## src/rtl/seq_detect_fsm_pair.sv

```systemverilog
`default_nettype none
// ============================================================================
// Module      : seq_detect_fsm_pair
// Description : Detector for runs of consecutive 1s on the serial input w.
//               A Moore FSM and a Mealy FSM run side by side so the
//               difference in output timing between the two styles can be
//               observed directly.
//                 - z_mealy rises in the same cycle as the RUN_LEN-th
//                   consecutive 1. It is combinational from w.
//                 - z_moore rises one clock later. It depends on state only.
//               Both flags stay high while w stays 1 (overlapping detect).
//
// Parameters  : RUN_LEN     number of consecutive 1s to detect (1..15)
//               SW          derived width of the state outputs
//
// Ports       : clk         rising-edge clock
//               Resetn      synchronous reset, active HIGH (name is historic)
//               w           serial data input, sampled on the rising edge
//               z_moore     Moore detect flag (registered state decode)
//               z_mealy     Mealy detect flag (combinational from w)
//               moore_state Moore state index, 0..RUN_LEN
//               mealy_state Mealy state index, 0..RUN_LEN-1
//
// Revision    : 1.0  initial release
// ============================================================================
module seq_detect_fsm_pair #(
    parameter  int RUN_LEN = 2,
    localparam int SW      = $clog2(RUN_LEN + 1)
) (
    input  logic          clk,
    input  logic          Resetn,
    input  logic          w,
    output logic          z_moore,
    output logic          z_mealy,
    output logic [SW-1:0] moore_state,
    output logic [SW-1:0] mealy_state
);

    // ------------------------------------------------------------------------
    // Reject illegal run lengths while the design is elaborated.
    // ------------------------------------------------------------------------
    generate
        if ((RUN_LEN < 1) || (RUN_LEN > 15)) begin : g_bad_run_len
            $error("seq_detect_fsm_pair: RUN_LEN must be in 1..15");
        end
    endgenerate

    // ------------------------------------------------------------------------
    // State encodings. State index k means "the last k samples were 1".
    // The Moore machine needs one extra state because its output can only
    // assert once the RUN_LEN-th 1 has already been stored in state.
    // ------------------------------------------------------------------------
    localparam logic [SW-1:0] c_S0         = '0;
    localparam logic [SW-1:0] c_ONE        = SW'(1);
    localparam logic [SW-1:0] c_MOORE_LAST = SW'(RUN_LEN);
    localparam logic [SW-1:0] c_MEALY_LAST = SW'(RUN_LEN - 1);

    logic [SW-1:0] r_moore_state;
    logic [SW-1:0] r_mealy_state;
    logic [SW-1:0] w_moore_next;
    logic [SW-1:0] w_mealy_next;

    // ------------------------------------------------------------------------
    // Moore next state: count 1s, saturate at S_RUN_LEN, any 0 returns to S0.
    // ------------------------------------------------------------------------
    always_comb begin
        w_moore_next = c_S0;
        if (w) begin
            if (r_moore_state == c_MOORE_LAST) begin
                w_moore_next = c_MOORE_LAST;
            end else begin
                w_moore_next = r_moore_state + c_ONE;
            end
        end
    end

    // ------------------------------------------------------------------------
    // Mealy next state: same counting rule, but saturating one state earlier.
    // The detect is signalled on the transition out of the last state, so no
    // state for "RUN_LEN ones seen" is needed. With RUN_LEN=1 the machine has
    // a single state and the register stays at 0.
    // ------------------------------------------------------------------------
    always_comb begin
        w_mealy_next = c_S0;
        if (w) begin
            if (r_mealy_state == c_MEALY_LAST) begin
                w_mealy_next = c_MEALY_LAST;
            end else begin
                w_mealy_next = r_mealy_state + c_ONE;
            end
        end
    end

    // ------------------------------------------------------------------------
    // State registers. Reset has priority over w and discards any partial run.
    // ------------------------------------------------------------------------
    always_ff @(posedge clk) begin
        if (Resetn) begin
            r_moore_state <= c_S0;
        end else begin
            r_moore_state <= w_moore_next;
        end
    end

    always_ff @(posedge clk) begin
        if (Resetn) begin
            r_mealy_state <= c_S0;
        end else begin
            r_mealy_state <= w_mealy_next;
        end
    end

    // ------------------------------------------------------------------------
    // Outputs. The Moore flag is a pure state decode. The Mealy flag is gated
    // by the reset input so it drops in the very cycle reset is applied, even
    // before the state register has been cleared.
    // ------------------------------------------------------------------------
    assign z_moore     = (r_moore_state == c_MOORE_LAST);
    assign z_mealy     = w & (r_mealy_state == c_MEALY_LAST) & ~Resetn;
    assign moore_state = r_moore_state;
    assign mealy_state = r_mealy_state;

endmodule
`default_nettype wire

```

## config.mk

```make
export PLATFORM = sky130hd
export DESIGN_NAME = seq_detect_fsm_pair
export DESIGN_NICKNAME = d
export VERILOG_FILES = /design/src/rtl/seq_detect_fsm_pair.sv
export SDC_FILE = /design/constraint.sdc
export NUM_CORES = 1
export LEC_CHECK = 0
export ABC_AREA = 0
export CORE_AREA = 2 2 39 41
export CTS_CLUSTER_DIAMETER = 60
export DETAILED_ROUTE_END_ITERATION = 10
export DIE_AREA = 0 0 41 43
export GPL_ROUTABILITY_DRIVEN = 0
export GPL_TIMING_DRIVEN = 0
export PLACE_DENSITY_LB_ADDON = 0.3
export SYNTH_ARGS = -nofsm -noshare
export SYNTH_HDL_FRONTEND = slang
export SYNTH_SLANG_ARGS = --single-unit
```

## constraint.sdc

```tcl
create_clock -name clk -period 1 [get_ports clk]
set_input_delay 0.3 -clock clk [delete_from_list [all_inputs] [get_ports clk]]
set_output_delay 0.3 -clock clk [all_outputs]
set_load 0.05 [all_outputs]
```

After elaboration in Yosys (flattened, before gate mapping) --
Cells that the tools add are included.
Operators by class: bitwise logic cells 4, mux-type cells 2, reductions and logical operators 3, eq/ne operators 2, $add $sub $neg 2
Operators by type and width (number):
- 3-bit OR reduction | 2
- 2-bit by 1-bit adder with 2-bit output (second input constant) | 2
- 1-bit bitwise AND | 2
- 2-bit by 1-bit equality test with 1-bit output (second input constant) | 1
- 2-bit equality test (second input constant) | 1
- 2-bit two-way mux | 1
- 1-bit NOT | 2
- 2-bit OR reduction | 1
- 1-bit two-way mux | 1
Word-level totals: output and inout port bits 6, register bits after elaboration 4

Logic depth before layout (Yosys ltp) --
Gate-level depths: netlist (run 1).
depth after elaboration 3, depth in mapped cells 3

Least setup slack after synthesis (run 1) --
No wires, ideal clock.
path kind reg-to-output, start register r_mealy_state[0], in the netlist mealy_state[0], end output port z_mealy, path slack -545 ps, data arrival time 1245 ps, cell stages (with the launch flop) 3, buffers on the path 0, required time 700 ps, cells stage by stage dfxtp_1 > ha_1 > and3b_2
On the way: cells in the longest elaborated chain, start to end 3
Ends and longest elaborated chain:
- from (decl) | RTL line 59 | logic [SW-1:0] r_mealy_state;
- from (signal assigned) | RTL line 107 | r_mealy_state <= c_S0;
- from (signal assigned) | RTL line 109 | r_mealy_state <= w_mealy_next;
- 2-bit by 1-bit equality test with 1-bit output | RTL line 119 | assign z_mealy = w & (r_mealy_state == c_MEALY_LAST) & ~Resetn;
- 1-bit bitwise AND (2 in a row) | RTL line 119
- to (decl) | RTL line 34 | output logic z_mealy,
Every way passes these cells.

Worst setup path after layout (run 1) --
start register r_mealy_state[1], in the netlist mealy_state[1], end output port z_mealy
The elaborated chain is that of the path after synthesis.

==> impl_metrics.prom, run 1 <==
# TYPE chip_impl_metric gauge
chip_impl_info{name="crit_family",value="flip-flops"} 1
chip_impl_metric{name="synth_enable_flop_cells",unit=""} 0
chip_impl_metric{name="finalHoldViolations",unit=""} 0
chip_impl_metric{name="critical-path-max-stage-delay",unit="ns"} 0.33
chip_impl_metric{name="synth_warnings",unit=""} 0
chip_impl_metric{name="leakage",unit="nW"} 0.168
chip_impl_info{name="worst_setup_path_startpoint",value="mealy_state[1]"} 1
chip_impl_metric{name="r2r_setup_slack",unit="ns"} 0.06
chip_impl_info{name="synth.area.top_cells",value="dfxtp_1 (44%), ha_1 (21%), nor4b_2 (17%)"} 1
chip_impl_metric{name="clk_transition_reported_paths",unit="ns"} 0.04
chip_impl_metric{name="hpwl",unit="µm"} 284
chip_impl_info{name="critical_path.slowest_cell",value="dfxtp_4"} 1
chip_impl_metric{name="crit_path_max_fanout",unit=""} 2
chip_impl_metric{name="post_synth.cell_area_avg",unit="µm²"} 12.9
chip_impl_metric{name="drt_pass1_iterations",unit=""} 1
chip_impl_metric{name="floorplan_die_height",unit="µm"} 43
chip_impl_metric{name="crit_cells",unit=""} 4
chip_impl_metric{name="place.detailed.instances",unit=""} 38
chip_impl_metric{name="yosysSeqAreaShare",unit="%"} 44.4
chip_impl_metric{name="dr.first_iter.drc_count",unit=""} 0
chip_impl_metric{name="placementRows",unit=""} 14
chip_impl_metric{name="die_area",unit="µm²"} 1760
chip_impl_metric{name="avgRoutedWirePerCell",unit="µm"} 9.51
chip_impl_info{name="failing_checks",value="negative setup slack"} 1
chip_impl_info{name="status",value="finished with violations"} 1
chip_impl_metric{name="cts-buffers-inserted",unit=""} 3
chip_impl_metric{name="area.growth.synth_to_final",unit="%"} 122
chip_impl_metric{name="timing.final.ws_setup",unit="ns"} -0.393
chip_impl_info{name="synth_most_common_cell",value="dfxtp_1"} 1
chip_impl_metric{name="r2r.worst_path.cells",unit=""} 4
chip_impl_metric{name="grt_remaining_overflow",unit=""} 0
chip_impl_metric{name="max-slew-margin-rel",unit="%"} 86.5
chip_impl_metric{name="cts-root-to-sink-buffers",unit=""} 2
chip_impl_metric{name="grt_pass1_vias",unit=""} 168
chip_impl_info{name="route.top_layer_used",value="met4"} 1
chip_impl_metric{name="detailroute.via_count",unit=""} 168
chip_impl_metric{name="synth_top_cell_area_share",unit="%"} 44.4
chip_impl_metric{name="fin_clk_skew",unit="ns"} 0.0000541
chip_impl_info{name="tritoncts",value="built"} 1
chip_impl_metric{name="worst_ir_drop_vdd",unit="V"} 0.000757
chip_impl_metric{name="met3_wirelength",unit="µm"} 67
chip_impl_metric{name="vias_per_cell",unit=""} 3.73
chip_impl_metric{name="grt_max_degree",unit=""} 6
chip_impl_info{name="worstPathCellList",value="inv_2 > ha_4 > and3b_2 > buf_6"} 1
chip_impl_metric{name="clock_latency",unit="ns"} 0.23
chip_impl_metric{name="post-route-cell-area",unit="µm²"} 400
chip_impl_metric{name="cts_sinks",unit=""} 4
chip_impl_metric{name="routedLengthMet1",unit="µm"} 139
chip_impl_metric{name="required",unit="ns"} 0.70
chip_impl_metric{name="synthArstFlopShare",unit="%"} 0
chip_impl_metric{name="drtAntennaViolNets",unit=""} 0
chip_impl_metric{name="final.period_utilization",unit="%"} 139
chip_impl_metric{name="routed_wl",unit="µm"} 428
chip_impl_metric{name="starting_utilization_of_the_core_area",unit="%"} 13.0
chip_impl_info{name="synth_commonest_cells",value="dfxtp_1 (4), ha_1 (3), inv_1 (2), nor3b_1 (2), nor4b_2 (2)"} 1
chip_impl_info{name="worst_r2r_startpoint",value="moore_state[0]"} 1
chip_impl_metric{name="cts_htree_levels",unit=""} 1
chip_impl_metric{name="ys_seq_elements",unit=""} 4
chip_impl_metric{name="final_cells",unit=""} 45
chip_impl_info{name="holdCritPathClass",value="in2reg"} 1
chip_impl_metric{name="met2_wirelength",unit="µm"} 214
chip_impl_metric{name="global_route_wire_length_before_repair",unit="µm"} 683
chip_impl_metric{name="core_area",unit="µm²"} 1380
chip_impl_metric{name="totalNegativeSetupSlack",unit="ns"} -0.925
chip_impl_metric{name="syn_inst",unit=""} 14
chip_impl_metric{name="ctsHoldBuffers",unit=""} 0
chip_impl_metric{name="drt_drc_violations_left",unit=""} 0
chip_impl_metric{name="max_slew.worst_pin.slew",unit="ns"} 0.203
chip_impl_info{name="netlist.top_cell.by_area",value="dfxtp_1"} 1
chip_impl_metric{name="layout.core_utilization",unit="%"} 28.9
chip_impl_metric{name="timing.final.crit_period",unit="ns"} 1.39
chip_impl_metric{name="buf_inv_stages_crit_path",unit=""} 2
chip_impl_metric{name="final_nets",unit=""} 37
chip_impl_metric{name="floorplan.die.width",unit="µm"} 41
chip_impl_metric{name="initial_antenna_violation_count",unit=""} 0
chip_impl_metric{name="total_power_consumption_of_the_routed_design",unit="mW"} 0.480
chip_impl_metric{name="setup_violations",unit=""} 6
chip_impl_metric{name="ioPinCount",unit=""} 9
chip_impl_metric{name="track_usage",unit="%"} 6.73
chip_impl_info{name="end_kind",value="output pin"} 1
chip_impl_metric{name="fin_hold_ws",unit="ns"} 0.490
chip_impl_info{name="critical_path.reg2reg.endpoint",value="moore_state[0]"} 1
chip_impl_metric{name="synth.cell_area",unit="µm²"} 180
chip_impl_metric{name="setup_ws_pre_cts",unit="ns"} -1.16
chip_impl_info{name="critical_path_class",value="reg2out"} 1
chip_impl_metric{name="synth.distinct_cells",unit=""} 6
chip_impl_info{name="synth_top_flop_cell",value="dfxtp_1"} 1
chip_impl_metric{name="syn-num-nets",unit=""} 20
chip_impl_metric{name="fmaxAchievable",unit="GHz"} 0.718
chip_impl_metric{name="timing_max_transition_violations_final",unit=""} 0
chip_impl_info{name="worst_setup_path_start_kind",value="flip-flop"} 1
chip_impl_info{name="crit_path_end",value="z_mealy"} 1
chip_impl_metric{name="drv.max_cap_violation_count",unit=""} 0
chip_impl_metric{name="power_density",unit="nW/µm²"} 1200
chip_impl_metric{name="io_buffer_count",unit=""} 8
chip_impl_info{name="rsz_0062_raised_after_global_routing",value="true"} 1
chip_impl_metric{name="arrival",unit="ns"} 1.09
chip_impl_metric{name="area_after_detailed_placement",unit="µm²"} 320
chip_impl_info{name="root_buffer",value="clkbuf_4"} 1
chip_impl_metric{name="antenna-diode-count",unit=""} 0
chip_impl_metric{name="drive_gt1_share",unit="%"} 82.8
[state kept, by name, summed over array words and instances, names as in the netlist]
register,cells
moore_state,2
mealy_state,2
[power by group]
group,internal [mW],switching [mW],leakage [nW],total [mW]
Combinational,0.0572,0.0595,0.118,0.117
Clock,0.134,0.0575,0.0138,0.191
Sequential,0.163,0.00908,0.0356,0.172
Total,0.354,0.126,0.168,0.480
[timing repair]
action | in CTS | in global routing
buffers inserted | 1 | 3
gates resized for setup | 48 | 2
endpoints found under the setup margin | 6 | 6
gates cloned | 0 | 0
pin swaps | 0 | 1
[placed cells by master, fill, tap and decap left out]
| cell | n |
|---|---|
| dlygate4sd2_1 | 2 |
| clkbuf_4 | 3 |
| inv_2 | 2 |
| dfxtp_4 | 4 |
| nor4b_2 | 2 |
| buf_6 | 2 |
| buf_8 | 5 |
| and3b_2 | 1 |
| buf_4 | 3 |
| ha_4 | 2 |
| nor3b_1 | 2 |
| ha_1 | 1 |
[final cells by class]
type | count | area [µm²]
Inverter | 2 | 7.51
Clock buffer | 3 | 22.5
Sequential cell | 4 | 95.1
Multi-Input combinational cell | 8 | 118
Tap cell | 16 | 20.0
Fill cell | 143 | 983
Timing Repair Buffer | 12 | 138
[how the worst min path moves through the flow]
stage                      to  depth (start not counted)            from
2_1_floorplan  mealy_state[1]                          1          Resetn
3_3_place_gp   moore_state[0]                          1  moore_state[0]
3_5_place_dp   moore_state[0]                          1  moore_state[0]
4_1_cts        moore_state[0]                          1  moore_state[0]
5_1_grt        mealy_state[0]                          2          Resetn
6_report       moore_state[0]                          2          Resetn
[routing by layer]
layer	global-route usage (%)	vias to the layer above
li1	-	81
met1	5.47	74
met2	8.75	11
met3	8.38	2
met4	4.00	0
met5	0	-
[kinds of logic after synthesis]
family,Yosys count,synth area share [%]
simple gates,5,30.6
buf+inv,2,4.17
fa+ha+maj,3,20.8
flops,4,44.4
Power figures use the tool's default switching activity.
==> run 2, diff against run 1 <==
Settings changed: RECOVER_POWER set to 25.
==> results of run 2 <==
Final layout, timing and power as in run 1 (identical DEF).
